[src/rtl/cpu_pkg.sv]
// cpu_pkg
// Shared definitions for the fetch -> queue -> decode path.
//   OPCODE_W, OPERAND_W : default instruction field widths
//   insn_t              : one instruction as carried between pipeline stages
package cpu_pkg;

   localparam int OPCODE_W  = 16;
   localparam int OPERAND_W = 32;

   typedef struct packed {
      logic [OPCODE_W-1:0]  opcode;
      logic [OPERAND_W-1:0] operand;
   } insn_t;

endpackage

[src/rtl/cpu_insn_queue.sv]
// cpu_insn_queue
// DEPTH-entry circular instruction buffer between fetch and decode.
// Ports:
//   clk_i, rst_i (async, active-low)      clock and reset
//   flush_i                               synchronous discard of all entries
//   valid_i, ready_o, opcode_i, operand_i fetch-side push interface
//   valid_o, ready_i, opcode_o, operand_o decode-side pop interface (head, FWFT)
//   count_o                               occupied entries, 0..DEPTH
//
// Handshake: a transfer happens on a rising edge where valid and ready are
// both 1 on that side (push = valid_i & ready_o, pop = valid_o & ready_i).
// ready_o and valid_o depend on registered state only, never on valid_i or
// ready_i, so a full queue refuses a push even if decode pops in that cycle.
module cpu_insn_queue #(
   parameter int OPCODE_W  = cpu_pkg::OPCODE_W,
   parameter int OPERAND_W = cpu_pkg::OPERAND_W,
   parameter int DEPTH     = 4,
   parameter int CNT_W     = $clog2(DEPTH + 1)
) (
   input  logic                 clk_i,
   input  logic                 rst_i,
   input  logic                 flush_i,
   input  logic                 valid_i,
   output logic                 ready_o,
   input  logic [OPCODE_W-1:0]  opcode_i,
   input  logic [OPERAND_W-1:0] operand_i,
   output logic                 valid_o,
   input  logic                 ready_i,
   output logic [OPCODE_W-1:0]  opcode_o,
   output logic [OPERAND_W-1:0] operand_o,
   output logic [CNT_W-1:0]     count_o
);

   localparam int PTR_W   = $clog2(DEPTH);
   localparam int ENTRY_W = OPCODE_W + OPERAND_W;

   logic [ENTRY_W-1:0] mem [DEPTH];
   logic [PTR_W-1:0]   wp;
   logic [PTR_W-1:0]   rp;
   logic [CNT_W-1:0]   cnt;
   logic               push;
   logic               pop;

   assign ready_o = (cnt != CNT_W'(DEPTH));
   assign valid_o = (cnt != '0);
   assign count_o = cnt;
   assign push    = valid_i & ready_o;
   assign pop     = valid_o & ready_i;

   // First-word fall-through: the head entry is always on the outputs.
   assign {opcode_o, operand_o} = mem[rp];

   // DEPTH is a power of two, so pointers wrap naturally at PTR_W bits.
   always_ff @(posedge clk_i or negedge rst_i) begin
      if (!rst_i) begin
         wp  <= '0;
         rp  <= '0;
         cnt <= '0;
         for (int i = 0; i < DEPTH; i++) begin
            mem[i] <= '0;
         end
      end else if (flush_i) begin
         // Storage is left alone; only the bookkeeping is cleared.
         wp  <= '0;
         rp  <= '0;
         cnt <= '0;
      end else begin
         if (push) begin
            mem[wp] <= {opcode_i, operand_i};
            wp      <= wp + 1'b1;
         end
         if (pop) begin
            rp <= rp + 1'b1;
         end
         case ({push, pop})
            2'b10:   cnt <= cnt + 1'b1;
            2'b01:   cnt <= cnt - 1'b1;
            default: cnt <= cnt;
         endcase
      end
   end

endmodule

[config.mk]
export PLATFORM = sky130hd
export DESIGN_NAME = cpu_insn_queue
export DESIGN_NICKNAME = d
export VERILOG_FILES = /design/src/rtl/cpu_pkg.sv /design/src/rtl/cpu_insn_queue.sv
export SDC_FILE = /design/constraint.sdc
export NUM_CORES = 1
export LEC_CHECK = 0
export ABC_AREA = 1
export BUFFER_PORTS_ARGS = -buffer_cell sky130_fd_sc_hd__buf_2
export CAP_MARGIN = 10
export CORE_MARGIN = 3
export CORE_UTILIZATION = 30
export CTS_CLUSTER_DIAMETER = 40
export DETAILED_ROUTE_END_ITERATION = 10
export GPL_ROUTABILITY_DRIVEN = 1
export SYNTH_ARGS = -nofsm -noshare
export SYNTH_HDL_FRONTEND = slang
export SYNTH_SLANG_ARGS = --single-unit
[constraint.sdc]
create_clock -name clk_i -period 2.4 [get_ports clk_i]
set_input_delay 0.36 -clock clk_i [delete_from_list [all_inputs] [get_ports clk_i]]
set_output_delay 0.36 -clock clk_i [all_outputs]
set_load 0.01 [all_outputs]
==> results.json, run 1 <==
{
  "cts_buffer_depth": 2,
  "cp_slowest_cell": "dfrtp_2",
  "cts_buffers": 17,
  "drt-wirelength-per-cell_um": 15.0,
  "place_congestion": 0.762,
  "multi_input_area_mm2": 0.00314,
  "placementRows": 61,
  "finalSetupViolations": 0,
  "p_sw_mw": 4.59,
  "path_depth": 5,
  "setup.worst_path.start_class": "flip-flop",
  "min_period_over_period_pct": 95.2,
  "firstDrtPassIters": 5,
  "skew_ns": 0.0125,
  "clockRootBuffer": "clkbuf_16",
  "fp.coreArea_mm2": 0.0283,
  "slowest_delay_ns": 0.51,
  "fillers": 2961,
  "synth.area.mux_share_pct": 0,
  "worst_hold_slack_ns": 0.215,
  "via_per_inst": 4.74,
  "crit_required_ns": 2.04,
  "rsz0062_at_grt": "false",
  "top_usage_layer": "met2",
  "grt_usage_pct": 14.4,
  "postSynthAreaPerCell_um2": 8.78,
  "grt_pass1_vias": 6791,
  "ant_nets": 0,
  "seqPwrFrac_pct": 43.5,
  "crit_path_end": "operand_o[0]",
  "hold_buffers": 1,
  "syn_nets": 1057,
  "cts_sinks": 199,
  "die_h_um": 177,
  "yosys.area_share.simple_pct": 14.6,
  "nets": 1125,
  "remaining_drc_errors": 0,
  "p_comb_share_pct": 33.7,
  "power.density_mw_per_mm2": 1250,
  "layout-drive-gt1-share_pct": 14.7,
  "synth_warnings": 0,
  "worstPathCellList": "inv_2 > buf_12 > o21ai_0 > o22ai_1 > buf_2",
  "vias": 6910,
  "worstMarginPinSlew_ns": 0.458,
  "synthCells": 999,
  "synth_adder_area_share_pct": 0.798,
  "max_slew_margin_pct": 69.5,
  "start_util_pct": 31.0,
  "post-route-min-period_ns": 2.28,
  "outcome": "finished, final reports clean",
  "rrSetupSlack_ns": 0.25,
  "finalWirelength_um": 21800,
  "mostFrequentLayoutCells": "nand2_1, dfrtp_1, o21ai_1, o21ai_0, buf_2",
  "maxCapViolCount": 0,
  "critical_path_peak_fanout": 61,
  "r2r_end": "count_o[2]$_DFFE_PN0P_",
  "worstRegToRegCells": 12,
  "grt_overflow": 0,
  "syn_to_final_growth_pct": 16.0,
  "synthXorXnorAreaFrac_pct": 0.200,
  "power.leakage_nw": 5.01,
  "use_met2_pct": 22.7,
  "drt-initial-drc-count": 501,
  "grt_pass1_wl_um": 35900,
  "path_class": "flip-flop to output port",
  "synth_top_family_by_area": "compound AO/OA/AOI/OAI gates",
  "diodes": 0,
  "max_clock_freq_mhz": 438,
  "met1_usage_pct": 20.5,
  "use_met3_pct": 2.60,
  "rr_startpoint": "count_o[1]$_DFFE_PN0P_",
  "die_w_um": 177,
  "regArea_mm2": 0.00498,
  "antenna_found_initial": 1,
  "ios": 106,
  "clk_pin_slew_ns": 0.07,
  "switching_share_pct": 36.0,
  "cp.buffers_inverters": 3,
  "die_area_mm2": 0.0313,
  "grt_max_degree": 97,
  "arrival_ns": 1.92,
  "syn_area_mm2": 0.00878,
  "layout_commonest_cell": "nand2_1",
  "cts_tree": "built",
  "insertion_delay_ns": 0.43,
  "fin_util_pct": 36.0,
  "end_kind": "output port",
  "port_buffers": 105,
  "intPower_mw": 8.15,
  "cts_post_setup_buffers_inserted": 0,
  "ir_worst_vdd_uv": 472,
  "final-max-slew-violation-count": 0,
  "crit_family": "buffers and inverters",
  "holdCritPathClass": "primary input to flip-flop",
  "ys_types": 21,
  "timing.critical_path.from": "rp[0]$_DFFE_PN0P_",
  "synth_compound_area_share_pct": 20.1,
  "ctsHtreeMaxLevel": 4,
  "pwr-share-clk_pct": 22.8,
  "tns_ns": 0,
  "seq_area_frac_synth_pct": 56.7,
  "place_hpwl_um": 12300,
  "finalHoldViolations": 0,
  "cts_resized": 0,
  "ys_ff_latch": 199
}
[sequential cells by signal (all words and copies together) (netlist names)]
| signal | flops |
|---|---|
| rp | 2 |
| wp | 2 |
| mem | 192 |
| count_o | 3 |
[cell families (layout without fill, tap and decap cells)]
logic type,count (synthesis),after routing
AOI/OAI and AO/OA,341,341
and+or+nand+nor,322,322
DFF,199,199
buffers and inverters,130,210
adders and majority gates,5,5
xor gates and xnor gates,2,2
[metal layers]
metal / vias up / part of all wire [%]
li1: 3458 / -
met1: 3302 / 50
met2: 131 / 45
met3: 17 / 3.7
met4: 2 / 0.94
met5: - / 0.032
[tightest hold or removal path, cell delays in order]
cell	delay [ns]
buf_2	0.07
inv_1	0.06
o21ai_1	0.12
[layout make-up]
class	count	share of cell area, %
Inverter	58	2.14
Sequential cell	199	48.9
Multi-Input combinational cell	670	30.8
Tap cell	378	4.64
Timing Repair Buffer	121	7.80
Clock buffer	21	4.52
Clock inverter	10	1.15
[metrics by stage]
stage	std cells	setup WS, ns	area [um^2]	total power, mW
2_1_floorplan	999	0.349	8780	8.34
3_3_place_gp	1425	0.313	9600	9.83
3_5_place_dp	1425	0.262	9600	9.94
4_1_cts	1457	0.0872	10200	12.9
5_1_grt	1457	0.00114	10200	13.8
6_report	1457	0.116	10200	12.7
[power by group through the flow]
stage / clock network [mW] / registers, mW / logic [mW]
after floorplan: 0 / 5.40 / 2.94
after global placement: 0 / 5.56 / 4.28
after detailed placement: 0 / 5.59 / 4.34
after CTS: 3.00 / 5.54 / 4.35
after global routing: 3.13 / 5.74 / 4.92
final: 2.91 / 5.54 / 4.29
[worst min path at each step]
| stage | startpoint | to | slack, ns | cells after the start |
|---|---|---|---|---|
| floorplan | rst_i | count_o[0]$_DFFE_PN0P_ | 0.06 | 0 |
| global placement | rst_i | mem[179]$_DFFE_PN0P_ | 0.32 | 1 |
| detailed placement | rst_i | mem[83]$_DFFE_PN0P_ | 0.32 | 1 |
| CTS | opcode_i[14] | mem[190]$_DFFE_PN0P_ | 0.21 | 3 |
| global route | opcode_i[5] | mem[133]$_DFFE_PN0P_ | 0.23 | 3 |
| finish | opcode_i[14] | mem[190]$_DFFE_PN0P_ | 0.22 | 3 |
[synth_stat cells]
cell type | instances | area [um^2]
xor2_1 | 1 | 8.76
nand3_1 | 4 | 20.0
o21ai_0 | 127 | 636
clkinv_1 | 1 | 3.75
nand4_1 | 3 | 18.8
buf_6 | 20 | 225
inv_1 | 57 | 214
clkbuf_1 | 37 | 139
dfrtp_1 | 199 | 4980
buf_2 | 15 | 75.1
nor2_2 | 1 | 6.26
nor2_8 | 1 | 20.0
nor2_1 | 98 | 368
o22ai_1 | 48 | 300
nand2_4 | 6 | 67.6
xnor2_1 | 1 | 8.76
a21oi_1 | 3 | 15.0
nand2_1 | 209 | 785
o21ai_1 | 163 | 816
ha_1 | 4 | 50.1
fa_1 | 1 | 20.0
(Power assumes the default switching activity.)
==> run 2, diff against run 1 <==
ABC_AREA = unset   (was 1)
CAP_MARGIN = unset   (was 10)
==> run 2 against run 1 <==
Effect of this change:
- final cell count is 29% lower
- global-route usage is 1.9 points lower
- highest routed layer is now met4
- largest cell class unchanged
- wire length is 11% lower
- largest power group unchanged
==> results.json, run 2 <==
{
  "outcome": "finished, final reports clean",
  "synth_compound_area_share_pct": 0.690,
  "synth_edf_count": 0,
  "critical_path_peak_fanout": 25,
  "crit_required_ns": 2.04,
  "diodes": 0,
  "grt_pass1_wl_um": 32000,
  "max_clock_freq_mhz": 445,
  "power.leakage_nw": 5.10,
  "max_slew_margin_pct": 70.7,
  "cp_slowest_cell": "mux4_2",
  "worstMarginPinSlew_ns": 0.440,
  "placed_area_mm2": 0.0103,
  "holdPathStages": 2,
  "path_class": "flip-flop to output port",
  "synth.area.mux_share_pct": 38.3,
  "synth_async_sr_flop_share_pct": 100,
  "place_congestion": 0.725,
  "setup_ws_ns": 0.155,
  "grt_overflow": 0,
  "cts_sinks": 199,
  "ys_types": 33,
  "grt_usage_pct": 12.5,
  "die_w_um": 182,
  "rrSetupSlack_ns": 0.29,
  "seq_area_frac_synth_pct": 53.8,
  "via_per_inst": 4.66,
  "multi_input_area_mm2": 0.00391,
  "r2r_end": "mem[57]$_DFFE_PN0P_",
  "cp.buffers_inverters": 2,
  "synth_area_leaders": "dfrtp_1, mux2_2, mux2_4, mux4_2, buf_12",
  "antenna_found_initial": 1,
  "layout_commonest_cell": "dfrtp_1",
  "post-route-min-period_ns": 2.25,
  "drt-wirelength-per-cell_um": 18.7,
  "final-max-slew-violation-count": 0,
  "fillers": 2849,
  "synth_area_leader_cell": "dfrtp_1",
  "mostFrequentLayoutCells": "dfrtp_1, mux2_2, buf_2, mux2_4, mux4_2",
  "grt_max_degree": 67,
  "crit_family": "multiplexers",
  "ios": 106,
  "syn_nets": 584,
  "ctsHtreeMaxLevel": 4,
  "finalSetupViolations": 0,
  "hold_start": "operand_i[10]",
  "setup.worst_path.start_class": "flip-flop",
  "rsz0062_at_grt": "false",
  "postSynthAreaPerCell_um2": 17.6,
  "worstRegToRegCells": 5,
  "grt_pass1_vias": 5475,
  "placementRows": 63,
  "end_kind": "output port",
  "die_area_mm2": 0.0330,
  "place_hpwl_um": 12900,
  "syn_area_mm2": 0.00925,
  "cts_tree": "built",
  "slowest_delay_ns": 0.55,
  "rr_startpoint": "count_o[2]$_DFFE_PN0P_",
  "ys_ff_latch": 199,
  "tns_ns": 0,
  "synth_warnings": 0,
  "die_h_um": 182,
  "synth_top_family_by_area": "multiplexers",
  "finalWirelength_um": 19500,
  "stdcell_area_mm2": 0.0108,
  "fin_util_pct": 36.1,
  "clk_pin_slew_ns": 0.07,
  "holdCritPathClass": "primary input to flip-flop",
  "layout-drive-gt1-share_pct": 62.2,
  "arrival_ns": 1.89,
  "power.density_mw_per_mm2": 1060,
  "largest_register_ffs": 192,
  "start_util_pct": 30.8,
  "cts_buffer_depth": 2,
  "drt-initial-drc-count": 210,
  "insertion_delay_ns": 0.44,
  "syn_to_final_growth_pct": 17.2,
  "synthCells": 526,
  "firstDrtPassIters": 4,
  "yosysMostFrequentCell": "dfrtp_1",
  "min_period_over_period_pct": 93.6,
  "ant_nets": 0,
  "dp_slack_ns": 0.289,
  "synth_adder_area_share_pct": 0.757,
  "largest_register": "mem",
  "synth_commonest_cells": "dfrtp_1, mux2_2, mux2_4, mux4_2, buf_12",
  "synthXorXnorAreaFrac_pct": 0.379,
  "nets": 697,
  "finalHoldViolations": 0,
  "clockRootBuffer": "clkbuf_16",
  "port_buffers": 105,
  "yosys.area_share.simple_pct": 2.08,
  "cts_buffers": 17,
  "worstPathCellList": "buf_16 > mux4_2 > buf_2",
  "hold_end": "mem[10]$_DFFE_PN0P_",
  "yosys.area.top_type_share_pct": 53.8,
  "skew_ns": 0.0115,
  "synth_flop_cell": "dfrtp_1",
  "ir_worst_vdd_uv": 504,
  "regArea_mm2": 0.00498,
  "maxCapViolCount": 0,
  "fp.coreArea_mm2": 0.0300,
  "vias": 4855,
  "remaining_drc_errors": 0
}
run 2: changes by cell type in the layout (fill, tap and decap cells not counted), sizes merged, moves of 55 or more:
cell   change
nand2    -205
mux2     +192
nor2      -92
inv       -55
o21ai    -287
run 2: kinds of logic after synthesis:
logic type	Yosys count
buf+inv	36
flops	199
simple gates	32
compound gates	10
fa+ha+maj	5
xor+xnor	4
mux	240
run 2: metal layers:
| layer | vias up | part of all wire [%] | GRT usage [%] |
|---|---|---|---|
| li1 | 2171 | - | - |
| met1 | 2587 | 49 | 17.8 |
| met2 | 82 | 45 | 18.3 |
| met3 | 15 | 5.1 | 3.95 |
| met4 | 0 | 1.0 | 3.47 |
| met5 | - | 0 | 0 |
run 2: layout make-up:
cell class	count	share of cell area (%)
well taps	390	4.50
inverters	2	0.0692
clock inverters	11	1.08
multi-input cells	291	36.0
flip-flops and latches	199	46.0
clock buffers	20	4.12
repair buffers	128	8.23
run 2: timing repair:
| action | CTS | global route |
|---|---|---|
| setup buffers | 1 | 0 |
| gates resized for setup | 1 | 0 |
| hold buffers | 1 | 0 |
| setup endpoints to repair | 23 | 0 |
| hold endpoints to repair | 32 | 0 |
run 2: metrics by stage:
step	hold slack, ns	total power, mW	std cells
2_1_floorplan	0.0644	7.67	526
3_3_place_gp	0.296	8.67	1008
3_5_place_dp	0.297	8.78	1008
4_1_cts	0.158	11.7	1041
5_1_grt	0.166	12.2	1041
6_report	0.192	11.5	1041
run 2: worst max-delay path by stage:
| stage | start | to | slack, ns | cells past startpoint |
|---|---|---|---|---|
| 2_1_floorplan | count_o[1]$_DFFE_PN0P_ | count_o[1]$_DFFE_PN0P_ | 0.41 | 5 |
| 3_3_place_gp | count_o[2]$_DFFE_PN0P_ | mem[66]$_DFFE_PN0P_ | 0.35 | 5 |
| 3_5_place_dp | count_o[2]$_DFFE_PN0P_ | mem[101]$_DFFE_PN0P_ | 0.29 | 5 |
| 4_1_cts | rp[0]$_DFFE_PN0P_ | operand_o[9] | 0.09 | 3 |
| 5_1_grt | rp[0]$_DFFE_PN0P_ | operand_o[9] | 0.05 | 3 |
| 6_report | rp[0]$_DFFE_PN0P_ | opcode_o[14] | 0.15 | 3 |
run 2: power by group:
| group | switching (mW) | leakage [nW] | total, mW | internal, mW |
|---|---|---|---|---|
| registers | 0.633 | 2.49 | 5.22 | 4.59 |
| logic | 1.22 | 2.34 | 3.44 | 2.23 |
| clock network | 1.34 | 0.275 | 2.83 | 1.48 |
==> run 3, diff against run 2 <==
--- a/config.mk
+++ b/config.mk
@@ -9,5 +9,5 @@
 export CORE_MARGIN = 3
 export CORE_UTILIZATION = 30
-export CTS_CLUSTER_DIAMETER = 40
+export CTS_CLUSTER_DIAMETER = 120
 export DETAILED_ROUTE_END_ITERATION = 10
 export GPL_ROUTABILITY_DRIVEN = 1
==> constraint.sdc (replaced) <==
create_clock -name clk_i -period 2.4 [get_ports clk_i]
set_input_delay 0.36 -clock clk_i [delete_from_list [all_inputs] [get_ports clk_i]]
set_output_delay 0.36 -clock clk_i [all_outputs]
set_load 0.005 [all_outputs]
==> run 3 against run 2 <==
Effect of this change:
- via count up 0.12%
- sequential share of layout area up 0.13 points
- utilization shrank 0.10 points
- first-iteration DRC count up 23%
==> results.json, run 3 (synthesized netlist as in run 2, its figures left out) <==
{
  "arrival_ns": 1.89,
  "finalPower_mw": 11.2,
  "worstMarginPinSlew_ns": 0.427,
  "mostFrequentLayoutCells": "dfrtp_1, mux2_2, buf_2, mux2_4, mux4_2",
  "power.density_mw_per_mm2": 1040,
  "start_util_pct": 30.8,
  "finalWirelength_um": 19300,
  "clockRootBuffer": "clkbuf_16",
  "ant_nets": 0,
  "maxCapViolCount": 0,
  "max_clock_freq_mhz": 444,
  "remaining_drc_errors": 0,
  "dp_cells": 1008,
  "largest_register": "mem",
  "layout-drive-gt1-share_pct": 62.2,
  "rr_startpoint": "count_o[2]$_DFFE_PN0P_",
  "finalHoldViolations": 0,
  "power.leakage_nw": 5.09,
  "via_per_inst": 4.67,
  "min_period_over_period_pct": 93.9,
  "skew_ns": 0.0180,
  "insertion_delay_ns": 0.44,
  "finalSetupViolations": 0,
  "grt_usage_pct": 12.1,
  "worst_hold_slack_ns": 0.189,
  "syn_to_final_growth_pct": 16.9,
  "port_buffers": 105,
  "timing.critical_path.from": "rp[0]$_DFFE_PN0P_",
  "fp.coreArea_mm2": 0.0300,
  "outcome": "finished, final reports clean",
  "stdcell_count": 1041,
  "max_slew_margin_pct": 71.5,
  "largest_register_ffs": 192,
  "cts_buffer_depth": 2,
  "stdcell_area_mm2": 0.0108,
  "path_class": "flip-flop to output port",
  "end_kind": "output port",
  "placementRows": 63,
  "cts_sinks": 199,
  "post-route-min-period_ns": 2.25,
  "cts_buffers": 17,
  "grt_max_degree": 67,
  "drt-initial-drc-count": 258,
  "place_congestion": 0.726,
  "grt_pass1_vias": 5351,
  "firstDrtPassIters": 4,
  "final-max-slew-violation-count": 0,
  "ir_worst_vdd_uv": 487,
  "cts_post_setup_buffers_inserted": 0,
  "die_area_mm2": 0.0330,
  "ios": 106,
  "tns_ns": 0,
  "rsz0062_at_grt": "false",
  "die_h_um": 182,
  "holdCritPathClass": "primary input to flip-flop",
  "hold_start": "operand_i[18]",
  "critical_path_peak_fanout": 25,
  "diodes": 0,
  "crit_required_ns": 2.04,
  "cts_tree": "built",
  "ctsHtreeMaxLevel": 4,
  "setup.worst_path.start_class": "flip-flop",
  "grt_overflow": 0,
  "placed_area_mm2": 0.0103,
  "antenna_found_initial": 3,
  "place_hpwl_um": 12700,
  "nets": 696,
  "die_w_um": 182,
  "drt-wirelength-per-cell_um": 18.6,
  "layout_commonest_cell": "dfrtp_1",
  "grt_pass1_wl_um": 31100,
  "clk_pin_slew_ns": 0.08,
  "vias": 4861
}
-- run 3: where the power goes --
group	internal [mW]	switching, mW	total [mW]
Clock	1.37	1.38	2.75
Sequential	4.59	0.624	5.21
Combinational	2.21	1.06	3.27
Total	8.16	3.07	11.2
-- run 3: path summary, 6_finish.rpt --
| kind | endpoint | slack [ns] | cells after the start |
|---|---|---|---|
| max | opcode_o[2] | 0.15 | 3 |
| min | mem[66]$_DFFE_PN0P_ | 0.19 | 2 |
| max reg2reg | mem[98]$_DFFE_PN0P_ | 0.29 | 5 |
| min reg2reg | mem[50]$_DFFE_PN0P_ | 0.50 | 1 |
| max in group asynchronous | mem[136]$_DFFE_PN0P_ | 1.33 | 3 |
| min in group asynchronous | mem[18]$_DFFE_PN0P_ | 0.38 | 2 |
-- run 3: worst max-delay path, cell delays in order (launching register included) --
cell and delay [ns]:
dfrtp_4 0.45, buf_12 0.23, mux4_2 0.58, buf_2 0.15
-- run 3: metrics by stage --
stage          setup WS [ns]  utilization, %
4_1_cts               0.0949            36.0
6_report               0.147            36.0
3_3_place_gp           0.351            34.1
5_1_grt               0.0550            36.0
3_5_place_dp           0.311            34.1
2_1_floorplan          0.478               -
-- run 3: repair_timing --
action,CTS,global route
hold buffers,1,0
resized for setup,0,0
endpoints found under the hold margin,32,0
-- run 3: per-layer routing --
layer | part of all wire, % | GRT usage (%) | wire, um
met3 | 5.7 | 4.17 | 1100
met5 | 0.11 | 0 | 21
met1 | 48 | 17.0 | 9310
met4 | 1.1 | 3.32 | 208
met2 | 45 | 18.0 | 8680
-- run 3: area by class of cell --
class                      count  area [um^2]
fill                        2815        19200
sequential                   199         4980
multi-input combinational    291         3910
timing repair buffer         127          877
tap                          390          488
clock buffer                  19          433
clock inverter                13          116
inverter                       2         7.51
